`config.mk`:
```
export PLATFORM = sky130hd
export DESIGN_NAME = music_sequencer
export DESIGN_NICKNAME = d
export VERILOG_FILES = /design/src/rtl/music_sequencer.sv
export SDC_FILE = /design/constraint.sdc
export NUM_CORES = 1
export LEC_CHECK = 0
export CORE_MARGIN = 5
export CORE_UTILIZATION = 56
export CTS_BUF_LIST = sky130_fd_sc_hd__clkbuf_4 sky130_fd_sc_hd__clkbuf_8 sky130_fd_sc_hd__clkbuf_16
export DETAILED_ROUTE_END_ITERATION = 8
export GPL_TIMING_DRIVEN = 0
export PLACE_DENSITY = 0.85
export SYNTH_ARGS = -nofsm -noshare
export SYNTH_HDL_FRONTEND = slang
export SYNTH_SLANG_ARGS = --single-unit
```
`constraint.sdc`:
```
create_clock -name ext_clk_25m -period 2.66 [get_ports ext_clk_25m]
set_input_delay 0.266 -clock ext_clk_25m [delete_from_list [all_inputs] [get_ports ext_clk_25m]]
set_output_delay 0.266 -clock ext_clk_25m [all_outputs]
set_load 0.03 [all_outputs]
```
`src/rtl/music_sequencer.sv`:
```
// music_sequencer: steps through a registered note ROM at a fixed beat rate,
// drives the player's note code and lets a held keyboard key override it.
module music_sequencer #(
    parameter int TICK_DIV = 6_250_000,
    parameter int SONG_LEN = 138,
    parameter int ADDR_W   = 8
) (
    input  logic              ext_clk_25m,
    input  logic              ext_rst_n,
    input  logic              play_start,
    input  logic              play_stop,
    input  logic              pause_tgl,
    input  logic              loop_en,
    input  logic              key_valid,
    input  logic [3:0]        key_code,
    output logic [ADDR_W-1:0] rom_addr,
    input  logic [3:0]        rom_data,
    output logic [3:0]        audio_code,
    output logic              busy,
    output logic              song_done
);

    localparam int                TICK_W    = $clog2(TICK_DIV);
    localparam logic [TICK_W-1:0] TICK_LAST = TICK_W'(TICK_DIV - 1);
    localparam logic [ADDR_W-1:0] ADDR_LAST = ADDR_W'(SONG_LEN - 1);

    typedef enum logic [2:0] {
        S_IDLE,
        S_FETCH,
        S_LOAD,
        S_PLAY,
        S_PAUSE
    } state_t;

    state_t              r_state;
    state_t              w_next;
    logic [ADDR_W-1:0]   r_addr;
    logic [3:0]          r_note;
    logic [TICK_W-1:0]   r_tick;
    logic                r_pause_pend;
    logic [3:0]          r_audio;
    logic                r_song_done;

    logic                w_load_pause;
    logic                w_advance;
    logic                w_last_note;
    logic                w_song_end;
    logic [3:0]          w_audio_d;
    logic                w_busy;

    // A pause requested during FETCH/LOAD is applied when LOAD hands over.
    assign w_load_pause = r_pause_pend ^ pause_tgl;
    // End of a beat: a pause or a held key both hold the current tick.
    assign w_advance    = (r_state == S_PLAY) && !pause_tgl && !key_valid &&
                          (r_tick == TICK_LAST);
    assign w_last_note  = !(r_addr < ADDR_LAST);
    assign w_song_end   = w_advance && w_last_note && !loop_en && !play_stop;

    // State register.
    // NOTE: sequential state uses non-blocking assignments so every flop
    // samples pre-edge values regardless of process ordering.
    always_ff @(posedge ext_clk_25m or negedge ext_rst_n) begin
        if (!ext_rst_n) r_state <= S_IDLE;
        else            r_state <= w_next;
    end

    // Next-state decode; a stop overrides every other event.
    // NOTE: every combinational output gets a default first so no path
    // leaves it unassigned and a latch is never inferred.
    always_comb begin
        w_next = r_state;
        case (r_state)
            S_IDLE:  if (play_start) w_next = S_FETCH;
            S_FETCH: w_next = S_LOAD;
            S_LOAD:  w_next = w_load_pause ? S_PAUSE : S_PLAY;
            S_PLAY: begin
                if (pause_tgl)                        w_next = S_PAUSE;
                else if (w_advance && !w_last_note)   w_next = S_FETCH;
                else if (w_advance && loop_en)        w_next = S_FETCH;
                else if (w_advance)                   w_next = S_IDLE;
            end
            S_PAUSE: if (pause_tgl) w_next = S_PLAY;
            default: w_next = S_IDLE;
        endcase
        if (play_stop) w_next = S_IDLE;
    end

    // Output decode: keyboard first, silence when idle or paused, else the note.
    always_comb begin
        w_busy    = (r_state != S_IDLE);
        w_audio_d = r_note;
        if (key_valid)
            w_audio_d = key_code;
        else if (r_state == S_IDLE || r_state == S_PAUSE)
            w_audio_d = 4'd0;
    end

    // Song datapath: address, note, beat counter and pending pause.
    always_ff @(posedge ext_clk_25m or negedge ext_rst_n) begin
        if (!ext_rst_n) begin
            r_addr       <= '0;
            r_note       <= '0;
            r_tick       <= '0;
            r_pause_pend <= 1'b0;
        end else if (play_stop && r_state != S_IDLE) begin
            r_addr       <= '0;
            r_note       <= '0;
            r_tick       <= '0;
            r_pause_pend <= 1'b0;
        end else begin
            case (r_state)
                S_FETCH: if (pause_tgl) r_pause_pend <= ~r_pause_pend;
                S_LOAD: begin
                    r_note       <= rom_data;
                    r_tick       <= '0;
                    r_pause_pend <= 1'b0;
                end
                S_PLAY: begin
                    if (w_advance) begin
                        r_tick <= '0;
                        if (!w_last_note) begin
                            r_addr <= r_addr + ADDR_W'(1);
                        end else begin
                            r_addr <= '0;
                            if (!loop_en) r_note <= '0;
                        end
                    end else if (!pause_tgl && !key_valid) begin
                        r_tick <= r_tick + TICK_W'(1);
                    end
                end
                default: ;
            endcase
        end
    end

    // Registered outputs so the note changes cleanly on a clock edge.
    always_ff @(posedge ext_clk_25m or negedge ext_rst_n) begin
        if (!ext_rst_n) begin
            r_audio     <= 4'd0;
            r_song_done <= 1'b0;
        end else begin
            r_audio     <= w_audio_d;
            r_song_done <= w_song_end;
        end
    end

    assign rom_addr   = r_addr;
    assign audio_code = r_audio;
    assign busy       = w_busy;
    assign song_done  = r_song_done;

endmodule

```
==> metrics.yaml, run 1 <==
floorplan:
  die_h_um: 76.5
  rows: 24
  die_w_um: 76.5
  io_pins: 29
  die_area_um2: 5850
  initial_core_util: 0.573
  coreArea_um2: 4320
synth:
  avgSynthCellArea_um2: 8.97
  synth_edf_count: 0
  ys_seq_elements: 44
  synth_top_family_by_area: "simple AND/OR/NAND/NOR gates"
  synth_nets: 294
  synth_xor_area_frac: 0.0601
  synthMuxAreaShare: 0.00455
  async_flop_share: 1.00
  synthAdderAreaFrac: 0.0152
  synthTopCellsByArea: "dfrtp_1, xnor2_1, a21oi_1"
  synth_top_area_frac: 0.445
  yosys_warnings: 0
  synth-simple-area-share: 0.268
  syn-cell-area_um2: 2480
  yosysSeqAreaShare: 0.445
  synth_cell_types: 47
  synth_flop_cell: "dfrtp_1"
  yosys.area.top_type: "dfrtp_1"
  synth_cells: 276
  synth_compound_gate_area_share: 0.160
critical_path:
  worst_ep_arrival_time_ns: 2.57
  worst-setup-path-type: "reg -> reg"
  crit_top_cell: "clkbuf_1"
  cp-end-kind: "flop"
  path_buf_inv: 2
  critPathMaxFanout: 10
  cp.required_ns: 2.85
  max_stage_delay_ns: 0.53
  crit_family: "compound AO/OA/AOI/OAI gates"
  setup.worst_path.start_class: "flop"
  worstPathCellList: "clkbuf_1 -> o21a_1 -> a21oi_1 -> clkbuf_1 -> nor2_1 -> a221o_1"
  crit_slowest_cell: "a21oi_1"
  startpoint: "r_state[2]$_DFFE_PN0P_"
  regToRegStartpoint: "r_state[2]$_DFFE_PN0P_"
clock_network:
  clock_latency_ns: 0.30
  htreeDepth: 2
  clock_sinks: 44
  clockBufferDepth: 2
  cts_made_buffers: 5
  cts_setup_buffers: 0
  ctsHoldBuffers: 1
  cts_resized: 0
  cts_tree: "done"
  clk_pin_slew_ns: 0.08
  root_buffer: "clkbuf_8"
route:
  viasPerCell: 6.05
  drc_errors: 0
  via_count: 2204
  drtAntennaViolNets: 0
  first_pass_iters: 4
  first_iter_violations: 121
  wl_per_cell_um: 15.1
  routed_wl_um: 5500
timing:
  drv_slew: 0
  rsz0062_at_grt: "no"
  min_period_ns: 2.39
  fmax_mhz: 419
  fin_skew_ns: 0.0114
  worst_slew_pin_slew_ns: 0.930
  report.final.hold_viol_count: 0
  timing.slew.headroom: 0.375
  fin_crit_sh: 0.898
  setup_violations: 0
  fin_setup_tns_ns: 0
place:
  portBuffers: 26
  place_hpwl_um: 4000
  routabilityCongestion: 0.835
  dpl.cell_count: 355
job:
  max_cap_violations: 0
global_routing:
  grt_pass1_vias: 2099
  overflow: 0
  antenna_found_initial: 0
  grt_first_pass_wirelength_um: 9630
  grt_start_max_net_pins: 26
  track_usage: 0.196
power_and_ir_drop:
  power_density_nw_per_um2: 553
  irDropWorstVdd_uv: 373
  leakagePower_nw: 1.18
worst_hold_path:
  min-delay-start: "key_valid"
  holdCritPathClass: "in -> reg"
status:
  status: "completed"
layout:
  syn_to_final_growth_pct: 18.6
  final_nets: 329
  diodes: 0
  finalNonFillerCells: 364
  drive_gt1_frac: 0.0801
[Yosys cell counts, types with 2 or more instances]
master    instances
a21o_1            5
a21oi_1          21
a221o_1           2
a22oi_1           4
a32oi_1           2
and2_1            2
and3_1            3
and4_1            2
buf_1             2
buf_2             3
buf_6             2
clkbuf_1          5
dfrtp_1          44
ha_1              3
inv_1            13
nand2_1          19
nand2b_1          2
nand3_1          15
nand4_1           8
nand4b_1          3
nor2_1           27
nor2b_1           3
nor3_1            7
nor4_1           10
nor4b_2           2
o21a_1            2
o21ai_0          17
o22ai_1           2
o31ai_1           5
or2_2             2
or3_1             4
or4_1             5
xnor2_1          14
xor2_1            3
[report_power, final]
| group | total (W) | switching (W) | internal [W] | leakage [nW] |
|---|---|---|---|---|
| Clock | 0.000515 | 0.000226 | 0.000289 | 0.0586 |
| Sequential | 0.000735 | 0.0000264 | 0.000709 | 0.606 |
| Combinational | 0.000375 | 0.000241 | 0.000134 | 0.517 |
[layout make-up]
| type | instances | area (um^2) |
|---|---|---|
| fill | 364 | 1390 |
| multi-input combinational | 206 | 1260 |
| sequential | 44 | 1100 |
| timing repair buffer | 28 | 285 |
| clock buffer | 6 | 76.3 |
| buffer | 13 | 68.8 |
| tap | 52 | 65.1 |
| inverter | 13 | 48.8 |
| clock inverter | 2 | 35.0 |
[sequential cells by signal, summed over array words and instances, names as in the netlist]
signal	count
song_done	1
rom_addr	8
r_state	3
audio_code	4
r_tick	23
r_note	4
r_pause_pend	1
[layout by cell type, fill, tap and decap left out, drive strengths merged, types with 3 or more instances in the layout]
cell            n
nand4           8
nor4           10
inv            13
a21o            5
nand4b          3
nand2          19
xor2            3
a21oi          22
a22oi           4
or3             5
nor4b           3
ha              3
dfrtp          44
nor2           27
buf             9
o21ai          18
xnor2          14
clkdlybuf4s50  25
and3            3
o31ai           5
clkbuf         12
nor2b           3
or4             5
nor3            7
nand3          15
[cells by family after synthesis]
family | after synthesis
xor+xnor | 17
flops | 44
fa+ha+maj | 3
simple gates | 120
buf+inv | 26
compound gates | 65
mux | 1
[per-layer routing]
metal	vias to the layer above	GRT usage	part of all wire
met5	-	0	0
met4	0	0.0507	0.014
met3	8	0.0414	0.044
met2	51	0.325	0.49
met1	1073	0.259	0.46
li1	1072	-	-
[per-stage QoR]
stage / cell area, um^2 / util / total power [W] / hold WS [ns] / worst slack, ns
floorplan: 2480 / - / 0.000990 / -0.0296 / 0.606
global placement: 2800 / 0.648 / 0.00111 / 0.489 / 0.108
detailed placement: 2820 / 0.651 / 0.00112 / 0.251 / 0.123
CTS: 2940 / 0.679 / 0.00163 / 0.287 / 0.268
global route: 2940 / 0.679 / 0.00171 / 0.303 / 0.0749
finish: 2940 / 0.679 / 0.00162 / 0.298 / 0.273
[worst paths after layout]
path | endpoint | slack [ns] | cells past startpoint
worst max-delay path | r_tick[3]$_DFFE_PN0P_ | 0.27 | 6
min in group asynchronous | rom_addr[6]$_DFFE_PN0P_ | 0.47 | 2
max in group asynchronous | r_tick[16]$_DFFE_PN0P_ | 1.69 | 3
worst min register to register | r_note[3]$_DFFE_PN0P_ | 0.52 | 2
worst min-delay path | audio_code[3]$_DFF_PN0_ | 0.30 | 2
worst max register to register | r_tick[3]$_DFFE_PN0P_ | 0.27 | 6
Note: power is estimated with default switching activity, not from simulation.
==> run 2, diff against run 1 <==
--- a/config.mk
+++ b/config.mk
@@ -5,9 +5,9 @@
 export SDC_FILE = /design/constraint.sdc
 export NUM_CORES = 1
 export LEC_CHECK = 0
+export ABC_AREA = 1
 export CORE_MARGIN = 5
-export CORE_UTILIZATION = 56
-export CTS_BUF_LIST = sky130_fd_sc_hd__clkbuf_4 sky130_fd_sc_hd__clkbuf_8 sky130_fd_sc_hd__clkbuf_16
+export CORE_UTILIZATION = 57
 export DETAILED_ROUTE_END_ITERATION = 8
 export GPL_TIMING_DRIVEN = 0
 export PLACE_DENSITY = 0.85
==> run 2 against run 1 <==
Effect of this change:
- final cell count up 29%
- non-clock buffer count down 8
- clock skew down 0.0055 ns
- clock power down 5.4%
- worst setup slack better by 0.26 ns
- area after synthesis up 9.8%
==> metrics.yaml, run 2 <==
timing:
  setup_violations: 0  # unchanged
  rsz0062_at_grt: "no"  # unchanged
  timing.slew.headroom: 0.704  # was 0.375
  report.final.hold_viol_count: 0  # unchanged
  drv_slew: 0  # unchanged
  min_period_ns: 2.13  # was 2.39 ns
  fin_crit_sh: 0.800  # was 0.898
  worst_slew_pin_slew_ns: 0.444  # was 0.930 ns
  fin_skew_ns: 0.00583  # was 0.0114 ns
  fin_setup_tns_ns: 0  # unchanged
  fmax_mhz: 470  # was 419 MHz
layout:
  final_nets: 435  # was 329
  largest_register_ffs: 23  # unchanged
  finalNonFillerCells: 470  # was 364
  drive_gt1_frac: 0.0913  # was 0.0801
  layout_common_cells: "nand2_1, nor2_1, dfrtp_1, inv_1, nand3_1"  # was dfrtp_1, nor2_1, clkdlybuf4s50_1, a21oi_1, nand2_1
  fin_area_um2: 3190  # was 2940 um^2
  top_register: "r_tick"  # unchanged
  syn_to_final_growth_pct: 17.4  # was 18.6%
  diodes: 0  # unchanged
  mostFrequentLayoutCell: "nand2_1"  # was dfrtp_1
clock_network:
  root_buffer: "clkbuf_8"  # unchanged
  clock_sinks: 44  # unchanged
  cts_made_buffers: 5  # unchanged
  clockBufferDepth: 2  # unchanged
  clock_latency_ns: 0.29  # was 0.30 ns
  ctsHoldBuffers: 1  # unchanged
  cts_tree: "done"  # unchanged
  cts_setup_buffers: 0  # unchanged
  cts_resized: 0  # unchanged
  clk_pin_slew_ns: 0.08  # about the same
  htreeDepth: 2  # unchanged
critical_path:
  crit_family: "simple AND/OR/NAND/NOR gates"  # was compound AO/OA/AOI/OAI gates
  setup.worst_path.start_class: "flop"  # unchanged
  crit_slowest_cell: "dfrtp_1"  # was a21oi_1
  critPathMaxFanout: 10  # unchanged
  max_stage_delay_ns: 0.42  # was 0.53 ns
  worst_ep_arrival_time_ns: 2.35  # was 2.57 ns
  path_buf_inv: 3  # was 2
  worstPathCellList: "ha_1 -> nand3_1 -> inv_1 -> nand2_1 -> nor2_4 -> nand2_2 -> nand2_1 -> nor2_1 -> clkinv_1 -> nand2_2 -> inv_2 -> nor2_1"  # was clkbuf_1 -> o21a_1 -> a21oi_1 -> clkbuf_1 -> nor2_1 -> a221o_1
  cp.required_ns: 2.88  # was 2.85 ns
  worst-setup-path-type: "reg -> reg"  # unchanged
  cp-end-kind: "flop"  # unchanged
floorplan:
  io_pins: 29  # unchanged
  initial_core_util: 0.583  # was 0.573
  rows: 25  # was 24
  die_w_um: 79.1  # was 76.5 um
  die_h_um: 79.1  # was 76.5 um
  coreArea_um2: 4660  # was 4320 um^2
  die_area_um2: 6250  # was 5850 um^2
synth:
  yosys.area.top_type: "dfrtp_1"  # unchanged
  synth_top_area_frac: 0.405  # was 0.445
  synth_cell_types: 36  # was 47
  synth_cells: 380  # was 276
  avgSynthCellArea_um2: 7.15  # was 8.97 um^2
  async_flop_share: 1.00  # unchanged
  ys_seq_elements: 44  # unchanged
  synth_nets: 398  # was 294
  synth.most_common_cell: "nand2_1"  # was dfrtp_1
  synth_flop_cell: "dfrtp_1"  # unchanged
  synth_edf_count: 0  # unchanged
  syn-cell-area_um2: 2720  # was 2480 um^2
  synthTopCellsByArea: "dfrtp_1, nand2_1, nor2_1"  # was dfrtp_1, xnor2_1, a21oi_1
  yosysSeqAreaShare: 0.405  # was 0.445
  yosys_warnings: 0  # unchanged
  synth_common_cells: "nand2_1, nor2_1, dfrtp_1"  # was dfrtp_1, nor2_1, a21oi_1
route:
  drtAntennaViolNets: 0  # unchanged
  first_pass_iters: 4  # unchanged
  wl_per_cell_um: 13.3  # was 15.1 um
  routed_wl_um: 6250  # was 5500 um
  via_count: 2550  # was 2,204
  viasPerCell: 5.43  # was 6.05
  drc_errors: 0  # unchanged
  first_iter_violations: 149  # was 121
place:
  routabilityCongestion: 0.913  # was 0.835
  place_hpwl_um: 4740  # was 4000 um
  dpl_cell_area_um2: 3080  # was 2820 um^2
  portBuffers: 28  # was 26
  dpl.cell_count: 463  # was 355
global_routing:
  grt_pass1_vias: 2461  # was 2,099
  grt_first_pass_wirelength_um: 11100  # was 9630 um
  antenna_found_initial: 0  # unchanged
  grt_start_max_net_pins: 27  # was 26
  track_usage: 0.221  # was 0.196
  overflow: 0  # unchanged
power_and_ir_drop:
  power_density_nw_per_um2: 577  # was 553 nW/um^2
  power_w: 0.00184  # was 0.00162 W
  leakagePower_nw: 1.41  # was 1.18 nW
  irDropWorstVdd_uv: 327  # was 373 uV
status:
  status: "completed"  # unchanged
worst_hold_path:
  holdCritPathClass: "in -> async"  # was in -> reg
job:
  max_cap_violations: 0  # unchanged
## run 2: area by class of cell
cell class              instances  area, um^2
well taps                      54        67.6
multi-input cells             293        1440
clock buffers                   5        68.8
flip-flops and latches         44        1100
clock inverters                 1        30.0
plain buffers                   3        23.8
repair buffers                 30         305
fillers                       391        1470
inverters                      40         150
## run 2: layer usage
| metal | GRT usage | routed length, um | up-vias |
|---|---|---|---|
| met4 | 0.0722 | 110 | 0 |
| met3 | 0.0306 | 348 | 13 |
| met1 | 0.292 | 2700 | 1178 |
| met2 | 0.375 | 3090 | 72 |
| met5 | 0 | 0 | - |
| li1 | - | - | 1287 |
## run 2: worst paths after layout
check,from,endpoint,slack [ns],cells after the start
hold / removal,ext_rst_n,rom_addr[2]$_DFFE_PN0P_,0.44,2
min in group ext_clk_25m,r_note[3]$_DFFE_PN0P_,r_note[3]$_DFFE_PN0P_,0.48,2
setup / recovery,r_tick[0]$_DFFE_PN0P_,r_tick[14]$_DFFE_PN0P_,0.53,12
hold reg to reg,r_note[3]$_DFFE_PN0P_,r_note[3]$_DFFE_PN0P_,0.48,2
max in group asynchronous,ext_rst_n,r_state[1]$_DFFE_PN0P_,1.73,3
setup reg to reg,r_tick[0]$_DFFE_PN0P_,r_tick[14]$_DFFE_PN0P_,0.53,12
## run 2: cells by family after synthesis
kind of cell	count (synthesis)	share of synthesized area
and+or+nand+nor	243	0.404
adders and majority gates	3	0.0138
DFF	44	0.405
buffers and inverters	43	0.0640
AOI/OAI and AO/OA	32	0.0640
muxes	1	0.00368
xor gates and xnor gates	14	0.0451
## run 2: where the power goes
group	internal, W	total (W)	switching [W]
clock	0.000270	0.000487	0.000217
sequential	0.000724	0.000767	0.0000438
combinational	0.000190	0.000586	0.000396
total	0.00118	0.00184	0.000657
## run 2: through the flow
stage	utilization	hold slack (ns)	worst slack [ns]
5_1_grt	0.684	0.493	0.315
2_1_floorplan	-	-0.0296	0.907
3_3_place_gp	0.658	0.457	0.152
4_1_cts	0.684	0.448	0.512
3_5_place_dp	0.661	0.234	0.470
6_report	0.684	0.441	0.533
==> run 3, diff against run 2 <==
==> constraint.sdc (replaced) <==
create_clock -name ext_clk_25m -period 2.1 [get_ports ext_clk_25m]
set_input_delay 0.21 -clock ext_clk_25m [delete_from_list [all_inputs] [get_ports ext_clk_25m]]
set_output_delay 0.21 -clock ext_clk_25m [all_outputs]
set_load 0.03 [all_outputs]
==> run 3 against run 2 <==
Effect of this change:
- clock power up 28%
- wire length up 1.6%
- worst setup slack got worse by 0.42 ns
- sequential power is 27% higher
- worst hold slack got worse by 0.058 ns
- largest power group unchanged
==> metrics.yaml, run 3 (synthesis gave the netlist of run 2 again) <==
power_and_ir_drop:
  leakagePower_nw: 1.41  # about the same
  swShare: 0.361  # was 0.357
  pwr-share-seq: 0.413  # was 0.417
  p_clk_frac: 0.265  # was 0.264
  irDropWorstVdd_uv: 419  # was 327 uV
  pwr-share-comb: 0.322  # was 0.319
  p_int_w: 0.00150  # was 0.00118 W
  power_density_nw_per_um2: 734  # was 577 nW/um^2
  power.switching_w: 0.000850  # was 0.000657 W
clock_network:
  htreeDepth: 2  # unchanged
  clock_latency_ns: 0.29  # about the same
  clock_sinks: 44  # unchanged
  clockBufferDepth: 2  # unchanged
  root_buffer: "clkbuf_8"  # unchanged
  cts_tree: "done"  # unchanged
  cts_made_buffers: 5  # unchanged
  clk_pin_slew_ns: 0.08  # about the same
route:
  wl_per_cell_um: 13.5  # was 13.3 um
  viasPerCell: 5.43  # about the same
  first_pass_iters: 4  # unchanged
  drtAntennaViolNets: 0  # unchanged
  first_iter_violations: 199  # was 149
  drc_errors: 0  # unchanged
  via_count: 2552  # was 2,550
  routed_wl_um: 6350  # was 6250 um
global_routing:
  overflow: 0  # unchanged
  antenna_found_initial: 0  # unchanged
  grt_start_max_net_pins: 27  # unchanged
  track_usage: 0.222  # was 0.221
  grt_pass1_vias: 2465  # was 2,461
  grt_first_pass_wirelength_um: 11100  # about the same
layout:
  largest_register_ffs: 23  # unchanged
  mostFrequentLayoutCell: "nand2_1"  # unchanged
  diodes: 0  # unchanged
  final_nets: 435  # unchanged
  drive_gt1_frac: 0.0986  # was 0.0913
  layout_common_cells: "nand2_1, nor2_1, dfrtp_1, inv_1, nand3_1"  # unchanged
  syn_to_final_growth_pct: 18.0  # was 17.4%
  top_register: "r_tick"  # unchanged
  finalNonFillerCells: 470  # unchanged
critical_path:
  worstPathCellList: "nor2_2 -> nand2_2 -> clkdlybuf4s50_1"  # was ha_1 -> nand3_1 -> inv_1 -> nand2_1 -> nor2_4 -> nand2_2 -> nand2_1 -> nor2_1 -> clkinv_1 -> nand2_2 -> inv_2 -> nor2_1
  crit_slowest_cell: "clkdlybuf4s50_1"  # was dfrtp_1
  crit_family: "buffers and inverters"  # was simple AND/OR/NAND/NOR gates
  worst_ep_arrival_time_ns: 1.78  # was 2.35 ns
  critPathMaxFanout: 7  # was 10
  path_buf_inv: 1  # was 3
  cp.required_ns: 1.89  # was 2.88 ns
  reg2reg_depth: 12  # unchanged
  worst-setup-path-type: "reg -> out"  # was reg -> reg
  max_stage_delay_ns: 0.61  # was 0.42 ns
  cp-end-kind: "primary output"  # was flop
  setup.worst_path.start_class: "flop"  # unchanged
  path_depth: 3  # was 12
floorplan:
  rows: 25  # unchanged
  die_h_um: 79.1  # unchanged
  coreArea_um2: 4660  # unchanged
  io_pins: 29  # unchanged
  initial_core_util: 0.583  # unchanged
  die_w_um: 79.1  # unchanged
  die_area_um2: 6250  # unchanged
place:
  pre_cts_slack_ns: -0.0403  # was 0.470 ns
  dpl.cell_count: 463  # unchanged
  portBuffers: 28  # unchanged
  routabilityCongestion: 0.913  # unchanged
  place_hpwl_um: 4740  # unchanged
timing:
  fin_setup_tns_ns: 0  # unchanged
  worst_slew_pin_slew_ns: 0.451  # was 0.444 ns
  setup_violations: 0  # unchanged
  setup_ws_ns: 0.112  # was 0.533 ns
  fmax_mhz: 503
  drv_slew: 0  # unchanged
  report.final.hold_viol_count: 0  # unchanged
  min_period_ns: 1.99
  fin_skew_ns: 0.00679  # was 0.00583 ns
  fin_crit_sh: 0.947
  timing.slew.headroom: 0.700  # was 0.704
status:
  status: "completed"  # unchanged
job:
  max_cap_violations: 0  # unchanged
worst_hold_path:
  holdCritPathClass: "in -> async"  # unchanged
==> run 3: power groups by stage <==
stage                     logic, W  registers, W  clock network [W]
after global routing      0.000841      0.000983           0.000664
after detailed placement  0.000743      0.000989                  0
after floorplan           0.000483       0.00100                  0
after CTS                 0.000751      0.000973           0.000628
after global placement    0.000727      0.000985                  0
final                     0.000759      0.000972           0.000623
==> run 3: path summary, 6_finish.rpt <==
path	startpoint	endpoint	slack, ns
setup / recovery	r_state[0]$_DFFE_PN0P_	busy	0.11
min in group ext_clk_25m	r_note[3]$_DFFE_PN0P_	r_note[3]$_DFFE_PN0P_	0.48
setup reg to reg	r_tick[0]$_DFFE_PN0P_	r_tick[16]$_DFFE_PN0P_	0.17
max in group asynchronous	ext_rst_n	r_pause_pend$_DFFE_PN0P_	1.22
hold / removal	ext_rst_n	rom_addr[2]$_DFFE_PN0P_	0.38
hold reg to reg	r_note[3]$_DFFE_PN0P_	r_note[3]$_DFFE_PN0P_	0.48
==> run 3: stage by stage <==
step	hold WS (ns)	util	total power (W)	area [um^2]
global placement	0.457	0.658	0.00171	3070
CTS	0.392	0.685	0.00235	3190
detailed placement	0.178	0.661	0.00173	3080
floorplan	-0.0856	-	0.00149	2720
finish	0.383	0.688	0.00235	3210
global route	0.437	0.688	0.00249	3210
==> run 3: cell type report <==
class	count	area, um^2
sequential	44	1100
clock inverter	1	30.0
timing repair buffer	30	305
clock buffer	5	68.8
tap	54	67.6
buffer	3	23.8
multi-input combinational	293	1460
inverter	40	153
fill	394	1450
==> run 3: layer usage <==
metal  GRT usage  share of wire  vias up
met2       0.377           0.49       67
met5           0              0        -
met1       0.292           0.44     1188
li1            -              -     1287
met4      0.0722          0.020        0
met3      0.0306          0.045       10
==> run 3: timing repair <==
action / in CTS / in global routing
gates cloned: 0 / 0
hold buffers: 1 / 0
endpoints found under the setup margin: 10 / 13
endpoints found under the hold margin: 18 / 0
setup buffers: 0 / 0
gates resized for setup: 1 / 4
